===== src/rtl/calc_bcd_sched.sv =====
// ---------------------------------------------------------------------------
// calc_bcd_sched
//   Scheduler and controller for one shared serial restoring divide-by-10
//   datapath. Two requesters are served round-robin. Each granted 8-bit
//   value is converted to three BCD digits with two 8-step divide passes.
//   Pass 1 yields the ones digit and value/10. Pass 2 yields the tens digit,
//   and its quotient is the hundreds digit.
//
// Ports
//   clk        in   rising-edge clock
//   rst        in   asynchronous active-high reset
//   req0/din0  in   requester 0 request and operand (held until ack0)
//   ack0       out  one-cycle pulse after din0 was captured
//   req1/din1  in   requester 1 request and operand (held until ack1)
//   ack1       out  one-cycle pulse after din1 was captured
//   busy       out  high whenever the controller is not idle
//   out_valid  out  result available, held until out_ready
//   out_ready  in   consumer accepts the result
//   out_id     out  requester index of the current result
//   bcd_h/t/o  out  hundreds / tens / ones digits
//
// Build option
//   CALC_ZBLANK_EN : leading-zero blanking (4'hF) on the hundreds and tens
//                    digits for 7-segment drivers. The ones digit is never
//                    blanked. Undefined: raw digits only.
// ---------------------------------------------------------------------------
module calc_bcd_sched #(
  parameter int W         = 8,
  parameter int DIV_STEPS = 8
) (
  input  logic         clk,
  input  logic         rst,
  input  logic         req0,
  input  logic [W-1:0] din0,
  output logic         ack0,
  input  logic         req1,
  input  logic [W-1:0] din1,
  output logic         ack1,
  output logic         busy,
  output logic         out_valid,
  input  logic         out_ready,
  output logic         out_id,
  output logic [3:0]   bcd_h,
  output logic [3:0]   bcd_t,
  output logic [3:0]   bcd_o
);

  localparam int SW = $clog2(DIV_STEPS);

  typedef enum logic [1:0] {IDLE, DIV1, DIV2, DONE} state_t;

  state_t          r_state;
  state_t          w_next_state;
  logic [W-1:0]    r_a;
  logic [W-1:0]    r_q;
  logic [4:0]      r_r;
  logic [SW-1:0]   r_step;
  logic [3:0]      r_ones;
  logic            r_rr_last;
  logic            r_ack0;
  logic            r_ack1;
  logic            r_out_valid;
  logic            r_out_id;
  logic [3:0]      r_bcd_h;
  logic [3:0]      r_bcd_t;
  logic [3:0]      r_bcd_o;

  logic            w_busy;
  logic            w_any_req;
  logic            w_both_req;
  logic            w_grant;
  logic [SW-1:0]   w_idx;
  logic            w_last;
  logic [4:0]      w_r_shift;
  logic [5:0]      w_step_res;
  logic [4:0]      w_r_next;
  logic [W-1:0]    w_q_next;
  logic [11:0]     w_digits;

  // One restoring step: returns {quotient bit, new remainder}. The shifted
  // remainder is at most 19, so a single conditional subtract suffices.
  function automatic logic [5:0] div_step(input logic [4:0] rem_in);
    if (rem_in >= 5'd10) begin
      return {1'b1, rem_in - 5'd10};
    end
    return {1'b0, rem_in};
  endfunction

  function automatic logic [11:0] fmt_digits(input logic [3:0] h,
                                             input logic [3:0] t,
                                             input logic [3:0] o);
`ifdef CALC_ZBLANK_EN
    logic [3:0] bh;
    logic [3:0] bt;
    bh = h;
    bt = t;
    if (h == 4'd0) begin
      bh = 4'hF;
      if (t == 4'd0) begin
        bt = 4'hF;
      end
    end
    return {bh, bt, o};
`else
    return {h, t, o};
`endif
  endfunction

  // Arbitration: a lone requester wins; on contention the one that did not
  // win the previous contention wins.
  assign w_any_req  = req0 | req1;
  assign w_both_req = req0 & req1;
  assign w_grant    = w_both_req ? ~r_rr_last : req1;

  // Divide datapath, MSB of A first.
  assign w_idx      = SW'(W - 1) - r_step;
  assign w_last     = (r_step == SW'(DIV_STEPS - 1));
  assign w_r_shift  = {r_r[3:0], r_a[w_idx]};
  assign w_step_res = div_step(w_r_shift);
  assign w_r_next   = w_step_res[4:0];

  always_comb begin
    w_q_next        = r_q;
    w_q_next[w_idx] = w_step_res[5];
  end

  // At the end of pass 2 the quotient is the hundreds digit (at most 2).
  assign w_digits = fmt_digits(w_q_next[3:0], w_r_next[3:0], r_ones);

  always_ff @(posedge clk or posedge rst) begin
    if (rst) begin
      r_state <= IDLE;
    end else begin
      r_state <= w_next_state;
    end
  end

  always_comb begin
    w_next_state = r_state;
    w_busy       = (r_state != IDLE);
    unique case (r_state)
      IDLE: if (w_any_req) w_next_state = DIV1;
      DIV1: if (w_last)    w_next_state = DIV2;
      DIV2: if (w_last)    w_next_state = DONE;
      DONE: if (r_out_valid && out_ready) w_next_state = IDLE;
      default: w_next_state = IDLE;
    endcase
  end

  always_ff @(posedge clk or posedge rst) begin
    if (rst) begin
      r_a         <= '0;
      r_q         <= '0;
      r_r         <= '0;
      r_step      <= '0;
      r_ones      <= '0;
      r_rr_last   <= 1'b1;
      r_ack0      <= 1'b0;
      r_ack1      <= 1'b0;
      r_out_valid <= 1'b0;
      r_out_id    <= 1'b0;
      r_bcd_h     <= '0;
      r_bcd_t     <= '0;
      r_bcd_o     <= '0;
    end else begin
      r_ack0 <= 1'b0;
      r_ack1 <= 1'b0;
      unique case (r_state)
        IDLE: begin
          if (w_any_req) begin
            r_a      <= w_grant ? din1 : din0;
            r_q      <= '0;
            r_r      <= '0;
            r_step   <= '0;
            r_out_id <= w_grant;
            r_ack0   <= ~w_grant;
            r_ack1   <= w_grant;
            if (w_both_req) begin
              r_rr_last <= w_grant;
            end
          end
        end
        DIV1, DIV2: begin
          // The counter wraps to 0 after the last step, ready for the next pass.
          r_step <= r_step + SW'(1);
          r_q    <= w_q_next;
          r_r    <= w_r_next;
          if (w_last) begin
            if (r_state == DIV1) begin
              r_ones <= w_r_next[3:0];
              r_a    <= w_q_next;
              r_q    <= '0;
              r_r    <= '0;
            end else begin
              r_bcd_h     <= w_digits[11:8];
              r_bcd_t     <= w_digits[7:4];
              r_bcd_o     <= w_digits[3:0];
              r_out_valid <= 1'b1;
            end
          end
        end
        DONE: begin
          if (r_out_valid && out_ready) begin
            r_out_valid <= 1'b0;
          end
        end
        default: ;
      endcase
    end
  end

  assign ack0      = r_ack0;
  assign ack1      = r_ack1;
  assign busy      = w_busy;
  assign out_valid = r_out_valid;
  assign out_id    = r_out_id;
  assign bcd_h     = r_bcd_h;
  assign bcd_t     = r_bcd_t;
  assign bcd_o     = r_bcd_o;

endmodule


===== config.mk =====
export PLATFORM = sky130hd
export DESIGN_NAME = calc_bcd_sched
export DESIGN_NICKNAME = d
export VERILOG_FILES = /design/src/rtl/calc_bcd_sched.sv
export SDC_FILE = /design/constraint.sdc
export NUM_CORES = 1
export LEC_CHECK = 0
export CORE_UTILIZATION = 51
export CTS_CLUSTER_SIZE = 10
export DETAILED_ROUTE_END_ITERATION = 8
export GPL_TIMING_DRIVEN = 0
export PLACE_DENSITY = 0.81
export SYNTH_ARGS = -nofsm -noshare
export SYNTH_HDL_FRONTEND = slang
export SYNTH_SLANG_ARGS = --single-unit

===== constraint.sdc =====
create_clock -name clk -period 4.61 [get_ports clk]
set_input_delay 0.461 -clock clk [delete_from_list [all_inputs] [get_ports clk]]
set_output_delay 0.461 -clock clk [all_outputs]
set_load 0.05 [all_outputs]

==> PnR_summary.wiki <==
{| class="wikitable"
! Metric !! Value
|-
| Adder-cell area share of the yosys netlist || 3.65%
|-
| Max Fclk || 389 MHz
|-
| Share of the synthesized area in compound gates (AO/OA/AOI/OAI) || 17.7%
|-
| Placement-stage cell area || 2860 sq um
|-
| Worst rel slew slack || 29.7%
|-
| CP required || 4.87 ns
|-
| Std-Cell Core Area || 4440 sq um
|-
| Leak Pwr || 0.00129 uW
|-
| Area share of xor/xnor cells in the synthesized design || 0.365%
|-
| Total clock sinks || 46
|-
| Number of cell instances on the worst register-to-register path || 7
|-
| Count of final max-slew check failures || 0
|-
| Unrepaired setup endpoints after global routing || false
|-
| Portion of the post-synthesis area used by sequential elements || 48.0%
|-
| Max-cap violation count || 0
|-
| Launch instance of the worst register-to-register path || r_state[0]$_DFFE_PP0P_
|-
| Synth async-reset ratio || 100%
|-
| Post-CTS Setup Bufs || 0
|-
| Start-to-end type of the worst setup path || reg2reg
|-
| Hold buffer count at CTS || 0
|-
| Area of the die || 4990 sq um
|-
| CTS Buf Count || 5
|-
| FP Rows || 24
|-
| Layout Nets || 321
|-
| Post-synthesis to final-layout area growth || 22.9%
|-
| Clock Path Buffers || 2
|-
| Post-synthesis cell type count || 40
|-
| Share of cells above drive strength 1 || 10.5%
|-
| Tcrit/Tclk final || 55.7%
|-
| Total of buffers placed on input and output ports || 37
|-
| Most used flip-flop cell after synthesis || dfrtp_1
|-
| Post-Synthesis Cell Area || 2400 sq um
|-
| Data arrival time at the worst-slack endpoint || 2.83 ns
|-
| Iteration-0 DRC count of the detailed router || 204
|-
| Total chip power || 701 uW
|-
| Main combinational cell family by area after synthesis || compound AO/OA/AOI/OAI gates
|-
| Aggregate routed wire length || 5.30 mm
|-
| Setup violations, final || 0
|-
| Outcome || finished, violations left
|-
| Slew at the pin with the worst max-slew slack || 1.05 ns
|-
| Pwr Density || 238 nW/um^2
|-
| Detailed-routing iteration count for the pre-antenna-repair pass || 6
|-
| Final hold violation count || 0
|-
| Final total negative setup slack || 0 ns
|-
| TritonCTS clock tree || built
|-
| Latest clock arrival within the worst-skew pair || 0.31 ns
|-
| Synth warnings || 0
|-
| Destination of the worst register-to-register timing path || r_a[0]$_DFFE_PP0P_
|-
| Drt via density || 5.69
|-
| Violations in the final reports || DRC
|-
| Worst reg-to-reg setup slack || 2.04 ns
|-
| Die height || 70.6 um
|-
| Final non-filler cell area || 2950 sq um
|-
| H-tree levels || 2
|-
| Crit path launch type || flop
|-
| Count of non-filler cells in the finished layout || 346
|-
| Drt wl/cell || 15.3 um
|-
| Number of vias in the routed layout || 1,968
|-
| Number of fill cells in the layout || 365
|-
| Number of gates resized after cts || 0
|-
| Final Skew || 0.00383 ns
|-
| Inserted Diodes || 0
|-
| Mux contribution to synthesized area || 9.22%
|-
| Effective utilization at floorplan || 54.0%
|-
| Number of flops mapped to enable cells by yosys || 0
|-
| Detail Route Antenna Nets || 0
|-
| Die width || 70.6 um
|-
| Placer's final routability congestion estimate || 0.883
|-
| Synth Register Bits || 46
|-
| Number of global-route vias before repair || 1,952
|-
| Net count after synthesis || 276
|-
| Number of top-level pins || 38
|-
| Antenna violations before repair || 0
|-
| Wire length of the first global-routing pass || 9.14 mm
|-
| Count of mapped cells out of synthesis || 248
|-
| Critical Path End Type || flop
|-
| Number of cells in the design after placement || 338
|-
| Mean Syn Cell Area || 9.68 sq um
|-
| Maximum fanout encountered on the critical timing path || 8
|-
| Total DRC errors in the routed layout || 6
|-
| Gr ovfl total || 0
|-
| Total routing resource utilization after global routing || 23.9%
|-
| Max VDD drop || 0.128 mV
|-
| Root buffer cell || clkbuf_8
|-
| HPWL after DPL || 3.83 mm
|-
| Minimum clock period after layout || 2.57 ns
|-
| Hold Crit Class || in2async
|-
| Post-synthesis simple-gate area fraction || 16.7%
|-
| Clock input transition at the sequential cells of the worst setup and hold paths || 0.09 ns
|-
| Maximum number of pins on one net before global-route repair || 27
|}
==> worst max-delay path by stage <==
stage / startpoint / endpoint / slack, ns / depth (start not counted)
after global placement: req1 / r_a[0]$_DFFE_PP0P_ / 1.97 / 6
after detailed placement: req1 / r_a[0]$_DFFE_PP0P_ / 1.96 / 6
final: r_state[0]$_DFFE_PP0P_ / r_a[0]$_DFFE_PP0P_ / 2.04 / 7
after floorplan: r_state[0]$_DFFE_PP0P_ / r_a[0]$_DFFE_PP0P_ / 2.53 / 8
after global routing: r_state[0]$_DFFE_PP0P_ / r_a[0]$_DFFE_PP0P_ / 1.81 / 7
after CTS: r_state[0]$_DFFE_PP0P_ / r_a[0]$_DFFE_PP0P_ / 2.06 / 7
==> routing by layer <==
layer,vias up,global-route usage [%],wire length [um]
met5,-,0,0
met4,0,10.4,90
met3,7,4.13,272
met2,50,37.3,2470
met1,946,33.4,2480
li1,965,-,-
==> flip-flops by register name (all words and copies together), names as in the netlist <==
register,cells
r_a,8
r_q,8
bcd_h,4
bcd_o,4
bcd_t,4
r_ones,4
r_r,4
r_step,3
r_state,2
ack0,1
ack1,1
out_id,1
out_valid,1
r_rr_last,1
==> through the flow <==
step	hold slack, ns	utilization (%)	setup slack (ns)
floorplan	0.444	-	2.53
global route	0.512	66.4	1.81
finish	0.477	66.4	2.04
global placement	0.459	63.8	1.97
detailed placement	0.470	64.3	1.96
CTS	0.489	66.4	2.06
==> critical path, cell delays in order, from the launching register on <==
cell	delay, ns
dfrtp_1	0.40
inv_1	0.09
ha_1	0.37
a21boi_0	0.18
a211oi_1	0.85
nand2_1	0.17
a211oi_1	0.31
a211o_1	0.14
==> cell families after synthesis <==
| family | after synthesis |
|---|---|
| simple gates | 82 |
| compound gates | 68 |
| flops | 46 |
| buf+inv | 24 |
| mux | 20 |
| fa+ha+maj | 7 |
| xor+xnor | 1 |
==> final cells by class <==
class | count | area (sq um) | share of cell area, %
Multi-Input combinational cell | 178 | 1140 | 38.7
Clock buffer | 5 | 68.8 | 2.33
Buffer | 14 | 68.8 | 2.33
Tap cell | 52 | 65.1 | 2.21
Sequential cell | 46 | 1150 | 39.1
Clock inverter | 3 | 25.0 | 0.848
Timing Repair Buffer | 38 | 390 | 13.2
Inverter | 10 | 37.5 | 1.27
==> where the power goes <==
part | switching [uW] | internal, uW
Clock | 150 | 110
Combinational | 16.6 | 21.3
Sequential | 0 | 403
Total | 167 | 534
==> cells in the mapped netlist (3+ instances only) <==
cell,instances,area share [%]
dfrtp_1,45,47
nor2_1,33,5.2
o21ai_0,29,6.0
nand2_1,17,2.7
a21oi_1,12,2.5
mux2i_1,12,5.0
clkbuf_1,10,1.6
inv_1,10,1.6
ha_1,7,3.6
mux2_2,7,3.3
nor3_1,7,1.5
a31oi_1,6,1.6
and2_1,5,1.3
nand3b_1,4,1.3
a211oi_1,3,0.94
a21oi_2,3,1.1
a221o_1,3,1.3
a22o_1,3,1.1
nor2b_1,3,0.78
==> cells in the final DEF, fill, tap and decap left out, types with 4 or more instances in the layout <==
master,count
inv_1,9
nor2_1,33
mux2_2,7
nor3_1,7
ha_1,7
clkbuf_8,5
a21oi_1,12
and2_1,5
o21ai_0,29
nand3b_1,4
clkbuf_1,10
clkdlybuf4s50_1,37
nand2_1,17
a31oi_1,6
dfrtp_1,45
mux2i_1,12
Power figures use the tool's default switching activity.
